--- src/rtl/wb_retire_queue.sv ---
// Writeback-to-retire queue: epoch-filtered FIFO between execute and ROB/PRF.
// Optional macro WB_RETIRE_QUEUE_BYPASS_EN adds a zero-latency empty-queue path.
module wb_retire_queue #(
  parameter int DEPTH   = 4,
  parameter int ROB_W   = 6,
  parameter int PHYS_W  = 7,
  parameter int EPOCH_W = 2
) (
  input  logic               clk,
  input  logic               rst,
  input  logic               in_valid,
  output logic               in_ready,
  input  logic [ROB_W-1:0]   in_rob_idx,
  input  logic [EPOCH_W-1:0] in_epoch,
  input  logic [PHYS_W-1:0]  in_prd,
  input  logic               in_uses_rd,
  input  logic [31:0]        in_data,
  input  logic [31:0]        in_pc,
  input  logic               flush_valid,
  input  logic               recover_valid,
  input  logic [EPOCH_W-1:0] recover_epoch,
  output logic               out_valid,
  input  logic               out_ready,
  output logic [ROB_W-1:0]   out_rob_idx,
  output logic [EPOCH_W-1:0] out_epoch,
  output logic [31:0]        out_pc,
  output logic               prf_we,
  output logic [PHYS_W-1:0]  prf_waddr,
  output logic [31:0]        prf_wdata,
  output logic               wake_valid,
  output logic [PHYS_W-1:0]  wake_pd,
  output logic [15:0]        drop_cnt
);

  localparam int PTR_W = $clog2(DEPTH);
  localparam int CNT_W = PTR_W + 1;

  typedef struct packed {
    logic [ROB_W-1:0]   rob_idx;
    logic [EPOCH_W-1:0] epoch;
    logic [PHYS_W-1:0]  prd;
    logic               uses_rd;
    logic [31:0]        data;
    logic [31:0]        pc;
  } ent_t;

  ent_t               mem [DEPTH];
  logic [PTR_W-1:0]   head;
  logic [PTR_W-1:0]   tail;
  logic [CNT_W-1:0]   count;
  logic [EPOCH_W-1:0] live_epoch;
  logic               rdy;

  ent_t               in_ent;
  ent_t               hd;
  ent_t               sel;
  logic [EPOCH_W-1:0] eff_epoch;
  logic               stale;
  logic               in_fire;
  logic               q_live;
  logic               push;
  logic               q_pop;
  logic               head_drop;
  logic               in_drop;
  logic               out_fire;
  logic               q_adv;
  logic [1:0]         inc;
  logic [16:0]        sum;

  assign in_ent = '{
    rob_idx: in_rob_idx,
    epoch:   in_epoch,
    prd:     in_prd,
    uses_rd: in_uses_rd,
    data:    in_data,
    pc:      in_pc
  };
  assign hd        = mem[head];
  assign eff_epoch = recover_valid ? recover_epoch : live_epoch;
  assign stale     = in_epoch != eff_epoch;
  // rdy keeps in_ready low until the first edge after reset release
  assign in_ready  = rdy && (count != CNT_W'(DEPTH));
  assign in_fire   = in_valid && in_ready;
  assign q_live    = (count != '0) && (hd.epoch == live_epoch);

  always_comb begin
    out_valid = 1'b0;
    sel       = hd;
    q_pop     = 1'b0;
    head_drop = 1'b0;
    in_drop   = 1'b0;
    push      = 1'b0;
    if (!flush_valid) begin
      in_drop   = in_fire && stale;
      push      = in_fire && !stale;
      head_drop = (count != '0) && !q_live;
      if (q_live) begin
        out_valid = 1'b1;
        q_pop     = out_ready;
      end
`ifdef WB_RETIRE_QUEUE_BYPASS_EN
      else if ((count == '0) && push) begin
        out_valid = 1'b1;
        sel       = in_ent;
        push      = !out_ready;
      end
`endif
    end
  end

  assign out_fire    = out_valid && out_ready;
  assign out_rob_idx = sel.rob_idx;
  assign out_epoch   = sel.epoch;
  assign out_pc      = sel.pc;
  assign prf_we      = out_fire && sel.uses_rd;
  assign prf_waddr   = sel.prd;
  assign prf_wdata   = sel.data;
  assign wake_valid  = prf_we;
  assign wake_pd     = sel.prd;

  assign q_adv = q_pop || head_drop;
  assign inc   = {1'b0, in_drop} + {1'b0, head_drop};
  assign sum   = {1'b0, drop_cnt} + 17'(inc);

  always_ff @(posedge clk or posedge rst) begin
    if (rst) begin
      head       <= '0;
      tail       <= '0;
      count      <= '0;
      live_epoch <= '0;
      drop_cnt   <= '0;
      rdy        <= 1'b0;
    end else begin
      rdy <= 1'b1;
      if (recover_valid) live_epoch <= recover_epoch;
      drop_cnt <= sum[16] ? 16'hFFFF : sum[15:0];
      if (flush_valid) begin
        head  <= '0;
        tail  <= '0;
        count <= '0;
      end else begin
        if (push)  tail <= tail + PTR_W'(1);
        if (q_adv) head <= head + PTR_W'(1);
        count <= count + CNT_W'(push) - CNT_W'(q_adv);
      end
    end
  end

  always_ff @(posedge clk) begin
    if (push) mem[tail] <= in_ent;
  end

endmodule

--- config.mk ---
export PLATFORM = sky130hd
export DESIGN_NAME = wb_retire_queue
export DESIGN_NICKNAME = d
export VERILOG_FILES = /design/src/rtl/wb_retire_queue.sv
export SDC_FILE = /design/constraint.sdc
export NUM_CORES = 1
export LEC_CHECK = 0
export ABC_AREA = 1
export CORE_MARGIN = 5
export CORE_UTILIZATION = 35
export CTS_BUF_LIST = sky130_fd_sc_hd__clkbuf_2 sky130_fd_sc_hd__clkbuf_4 sky130_fd_sc_hd__clkbuf_8
export DETAILED_ROUTE_END_ITERATION = 8
export SLEW_MARGIN = 20
export SYNTH_ARGS = -nofsm -noshare
export SYNTH_HDL_FRONTEND = slang
export SYNTH_SLANG_ARGS = --single-unit
--- constraint.sdc ---
create_clock -name clk -period 7.1 [get_ports clk]
set_input_delay 1.775 -clock clk [delete_from_list [all_inputs] [get_ports clk]]
set_output_delay 1.775 -clock clk [all_outputs]
set_load 0.005 [all_outputs]
Word-level counts from Yosys, hierarchy flattened:

Memories as Yosys holds them, arrays and structs flattened.
Cells that the tools add are included.

* bits of input ports: 88
* bits in latches: 0
* memory bits (writable): 320
* memory bits (read-only): 0
* bits in registers: 26
* memories: 1
* output and inout port bits: 106

Memory list
* mem: depth 4, width 80, read ports 1, clocked after memory_dff 0, write ports 1, line 47 `ent_t mem [DEPTH];`

* $mul: 0
* div/mod/pow operators: 0
* order comparisons: 0
* equality and inequality tests: 3
* bitwise logic cells: 0
* shift operators: 0
* reduce and logical (&&, ||, !) cells: 14
* mux-type cells: 16
* add/sub/neg operators: 6

Operators by type and width (count)
* adder 16 x 2 -> 17 bit: 1
* 2-to-1 mux 16 bit: 1
* 2-to-1 mux 2 bit: 5
* 2-to-1 mux 1 bit: 9
* logical AND 1 bit: 8
* adder 2 x 1 -> 2 bit (second input constant): 2
* nonzero test 2 bit: 2
* adder 3 x 1 -> 3 bit: 1
* 2-to-1 mux 3 bit: 1
* != test 3 bit (second input constant): 1
* nonzero test 3 bit: 1
* subtractor 3 x 1 -> 3 bit: 1
* adder 1 x 1 -> 2 bit: 1
* equality test 2 bit: 1
* logical NOT 1 bit: 2
* != test 2 bit: 1
* logical OR 1 bit: 1

Longest topological paths before layout:

An unclocked memory read counts as a cell.

* depth in word-level cells: 9
* depth in mapped cells: 18

Worst setup path before layout:

OpenSTA, ideal clock, no wires.

* kind: input port to flip-flop
* start point: in recover_valid
* end point: mem mem[0][0] (netlist bit), enable pin
* slack: 0.788 ns
* path buffers: 0
* library setup time: 0.519 ns
* required time: 6.581 ns
* stages: 8
* data arrival time: 5.793 ns
* cell sequence: nand2_1 -> o21ai_1 -> xor2_1 -> nor2_1 -> nand2_1 -> nor2_2 -> inv_2 -> nor2_1

* longest elaborated chain between the ends: 7

Ends and longest elaborated chain
* from (decl): line 20 `input logic recover_valid,`
* 2-to-1 mux 2 bit
* via eff_epoch[0]: line 57 `logic [EPOCH_W-1:0] eff_epoch;`
* != test 2 bit: line 80 `assign stale = in_epoch != eff_epoch;`
* logical NOT 1 bit: line 95 `push = in_fire && !stale;`
* logical AND 1 bit: line 95
* 2-to-1 mux 1 bit: line 93 `if (!flush_valid) begin`
* 2-to-1 mux 1 bit: line 150 `if (push) mem[tail] <= in_ent;`
* 2-to-1 mux 1 bit (not written as such): line 150
* to (decl): line 47

The timed path passes the listed nets, and every way through them passes these cells.

Worst setup path after layout:

* start point: reg head[0]
* end point: out out_pc[4]

* longest elaborated chain between the ends: 1

Ends and longest elaborated chain
* from (decl): line 48 `logic [PTR_W-1:0] head;`
* from (signal assigned): line 143 `if (q_adv) head <= head + PTR_W'(1);`
* memory read (4 x 80 bit)
* to (decl): line 26 `output logic [31:0] out_pc,`

No other way between the ends.

==> parameters.txt <==
Parameter                              Value

Layout
  Combined area of the multi-input logic cells ... 2710 sq um
  Fraction of layout instances using a drive strength above 1 ... 10.9%
  Sequential cell area ... 10300 sq um
  Layout Nets ... 1274
  Relative area change from synthesis to final layout ... 26.2%
  Final Instance Count excl. Fillers ... 1727
  FILL cells ... 3475

Drt
  Mean routed wirelength per cell ... 17.8 microns
  Via count ... 8258
  Number of remaining DRC errors ... 0
  Average vias per placed instance ... 4.78
  Number of antenna-violating nets in the routed design ... 0
  Pre-Repair DR Iteration Count ... 5
  Routed wire length ... 30700 microns
  Drt initial violations ... 368

Clock network
  TritonCTS clock tree ... yes
  Clock buffer depth ... 3
  Master cell of the clock root buffer ... clkbuf_8
  H-tree levels ... 2
  Number of hold buffers added after CTS ... 0
  Number of buffers created by CTS ... 55
  Clock Sink Count ... 346
  Clock slew at the register clock pins of the worst setup and hold paths ... 0.06 ns
  Clock latency reported for the late side of the worst-skew pair ... 0.60 ns
  Number of setup buffers added after CTS ... 0
  Number of gates given a new drive strength after cts ... 0

Power and ir drop
  Static leakage ... 5.78 nW
  Relative contribution of combinational cells to total power ... 26.9%
  Maximum ir drop on the vdd rail ... 0.191 mV
  Internal Dissipation ... 3.87 mW
  Clk network pwr share ... 29.6%
  Switching power ... 1.56 mW
  Net switching fraction of the power ... 28.8%
  Sequential share of power ... 43.5%
  Power Density ... 322 nW/um^2
  Post-layout total power ... 5.44 mW

STA
  Number of max-slew violations in the final report ... 0
  Worst setup skew after layout ... 0.00945 ns
  Setup slack of the critical path after layout ... 1.46 ns
  Setup TNS Final ... 0 ns
  Highest clock frequency the design can meet ... 177 MHz
  Post-layout minimum cycle time ... 5.64 ns
  Post-route clock period utilization ... 79.4%
  Worst slew slack as a fraction of its limit ... 36.2%
  Tightest Pin Transition ... 0.956 ns
  Final setup violating endpoints ... 0
  Unrepaired setup endpoints after global routing ... false
  Number of hold-slack violations in the final timing report ... 0

Global route
  Number of antenna violations at the first check in global routing ... 2
  Pin count of the biggest net entering global routing ... 87
  Overflow after GRT ... 0
  GRT Util Overall ... 14.4%
  Vias in the first global route ... 8331
  Global-route wire length before repair ... 47100 microns

Synth
  Sequential cell area fraction in the yosys report ... 76.8%
  Total of warnings raised by yosys ... 0
  Netlist area before placement ... 13400 sq um
  Flop and latch count out of synthesis ... 346
  Synthesized netlist net count ... 1070
  Number of enable flip-flop cells after synthesis ... 320
  Synthesized instance count ... 973
  Library cells used by synthesis ... 38
  Post-synth ARST share ... 7.51%
  Post-Synthesis Mean Instance Area ... 13.7 sq um
  Top_reg_cell synth ... edfxtp_1

Placed design
  Routability congestion estimate ... 0.782
  Setup slack after placement ... 1.84 ns
  Port-buffer cells ... 193
  Final HPWL DP ... 17600 microns
  Instance count after placement with tap cells included ... 1630

Worst setup path
  Reg2reg path depth ... 16
  Worst endpoint data arrival time ... 3.86 ns
  Endpoint class of the critical path ... output pin
  Worst Path Class, Setup ... flop to output pin
  Element type at the critical path start ... flop
  Max FO, Critical Path ... 86
  End of the worst register-to-register path ... drop_cnt[14]$_DFF_PP0_
  Register-to-register setup slack ... 3.16 ns
  Crit path required time ... 5.33 ns
  Launch instance of the worst register-to-register path ... head[0]$_DFFE_PP0P_

Floorplanning
  Core area ... 37700 sq um
  Cell Rows ... 71
  Effective utilization at floorplan ... 35.5%
  Height of the die ... 205 microns
  # IOs ... 194
  Die boundary width ... 205 microns
  Floorplan die area ... 42200 sq um

Hold path
  Launch point of the worst hold path ... drop_cnt[14]$_DFF_PP0_
  Hold crit path type ... flop to flop
  Hold Path Stages ... 1
  Endpoint with the worst hold slack ... drop_cnt[14]$_DFF_PP0_

Run
  Max-Cap Viols ... 0

Status
  Run status ... finished clean
-- logic make-up (layout without fill, tap and decap cells) --
kind of cell    count (synthesis)  count (layout)  synth area share, %
compound gates                252             252                 10.3
other cells                     1               2               0.0281
fa+ha+maj                       9               9                0.955
buf+inv                        96             338                 3.17
xor+xnor                        8               8                0.524
simple gates                  261             261                 8.21
flops                         346             346                 76.8
-- routing by layer --
layer | track usage, % | routed length [microns] | part of all wire [%]
met5 | 0 | 18 | 0.059
met4 | 5.19 | 849 | 2.8
met3 | 3.96 | 2080 | 6.8
met2 | 24.3 | 15000 | 49
met1 | 17.9 | 12700 | 41
-- power groups by stage --
| stage | Clock, mW | Sequential (mW) | Combinational [mW] |
|---|---|---|---|
| floorplan | 0 | 2.34 | 0.748 |
| global placement | 0 | 2.41 | 1.47 |
| detailed placement | 0 | 2.41 | 1.48 |
| CTS | 1.67 | 2.37 | 1.49 |
| global route | 1.76 | 2.38 | 1.61 |
| finish | 1.61 | 2.37 | 1.46 |
-- state kept, by name (all words and copies together) (netlist names) --
name	cells
mem	320
drop_cnt	16
count	3
head	2
live_epoch	2
tail	2
rdy	1
-- stage by stage --
step	cell area [sq um]	hold WS, ns	util [%]
6_report	16900	0.562	44.8
3_5_place_dp	15800	0.547	41.9
4_1_cts	16800	0.561	44.7
2_1_floorplan	13400	0.520	-
3_3_place_gp	15800	0.531	41.9
5_1_grt	16900	0.602	44.8
-- cell usage in the layout (no fill, tap or decap), types with 2 or more instances in the layout --
| cell | synthesis | layout |
|---|---|---|
| nand2_1 | 40 | 40 |
| ha_1 | 7 | 7 |
| nand2_2 | 5 | 5 |
| nand4_1 | 4 | 4 |
| clkbuf_8 | 0 | 57 |
| dfrtp_1 | 26 | 24 |
| inv_2 | 2 | 2 |
| buf_12 | 0 | 2 |
| inv_1 | 32 | 32 |
| a31oi_1 | 3 | 3 |
| o21ai_1 | 3 | 3 |
| buf_4 | 9 | 13 |
| clkbuf_4 | 0 | 27 |
| fa_1 | 2 | 2 |
| nor2_4 | 2 | 6 |
| nand3_2 | 4 | 4 |
| nand3_1 | 13 | 13 |
| o22ai_1 | 77 | 77 |
| nor2_1 | 180 | 176 |
| a21oi_1 | 2 | 2 |
| or2_2 | 2 | 2 |
| clkinv_2 | 0 | 4 |
| o21ai_0 | 164 | 164 |
| xor2_1 | 7 | 7 |
| nor3_1 | 3 | 3 |
| edfxtp_1 | 320 | 320 |
| clkinv_1 | 0 | 5 |
| clkdlybuf4s50_1 | 0 | 193 |
| nor2_2 | 3 | 3 |
-- synthesized netlist by cell type (3+ instances only) --
cell type  count  area, sq um
edfxtp_1     320         9610
nor2_1       180          676
o21ai_0      164          821
o22ai_1       77          482
nand2_1       40          150
clkbuf_1      39          146
inv_1         32          120
dfrtp_1       26          651
nand3_1       13         65.1
buf_2         10         50.1
buf_4          9         67.6
ha_1           7         87.6
xor2_1         7         61.3
nand2_2        5         31.3
nand3_2        4         40.0
nand4_1        4         25.0
a31oi_1        3         18.8
nor2_2         3         18.8
nor3_1         3         15.0
o21ai_1        3         15.0
-- worst max-delay path: stages, from the launching register on --
cell             delay, ns
dfrtp_4               0.75
inv_4                 0.70
buf_4                 0.68
o21ai_0               0.18
o22ai_1               0.19
clkdlybuf4s50_1       0.56
-- worst max path at each step --
stage	start	endpoint	slack [ns]	cells after the start
final	head[0]$_DFFE_PP0P_	out_pc[4]	1.46	5
after CTS	head[0]$_DFFE_PP0P_	out_pc[4]	1.39	5
after global routing	head[0]$_DFFE_PP0P_	out_pc[4]	1.14	5
after detailed placement	flush_valid	wake_valid	1.84	5
after floorplan	recover_valid	mem[0][0]$_DFFE_PP_	0.79	8
after global placement	flush_valid	prf_we	1.83	5
-- cell type report --
type / instances / share of cell area (%)
Clock buffer: 84 / 5.85
Sequential cell: 346 / 60.9
Tap cell: 511 / 3.79
Inverter: 35 / 0.794
Antenna cell: 1 / 0.0148
Clock inverter: 11 / 0.349
Timing Repair Buffer: 208 / 12.3
Multi-Input combinational cell: 531 / 16.1
(Power assumes the default switching activity.)
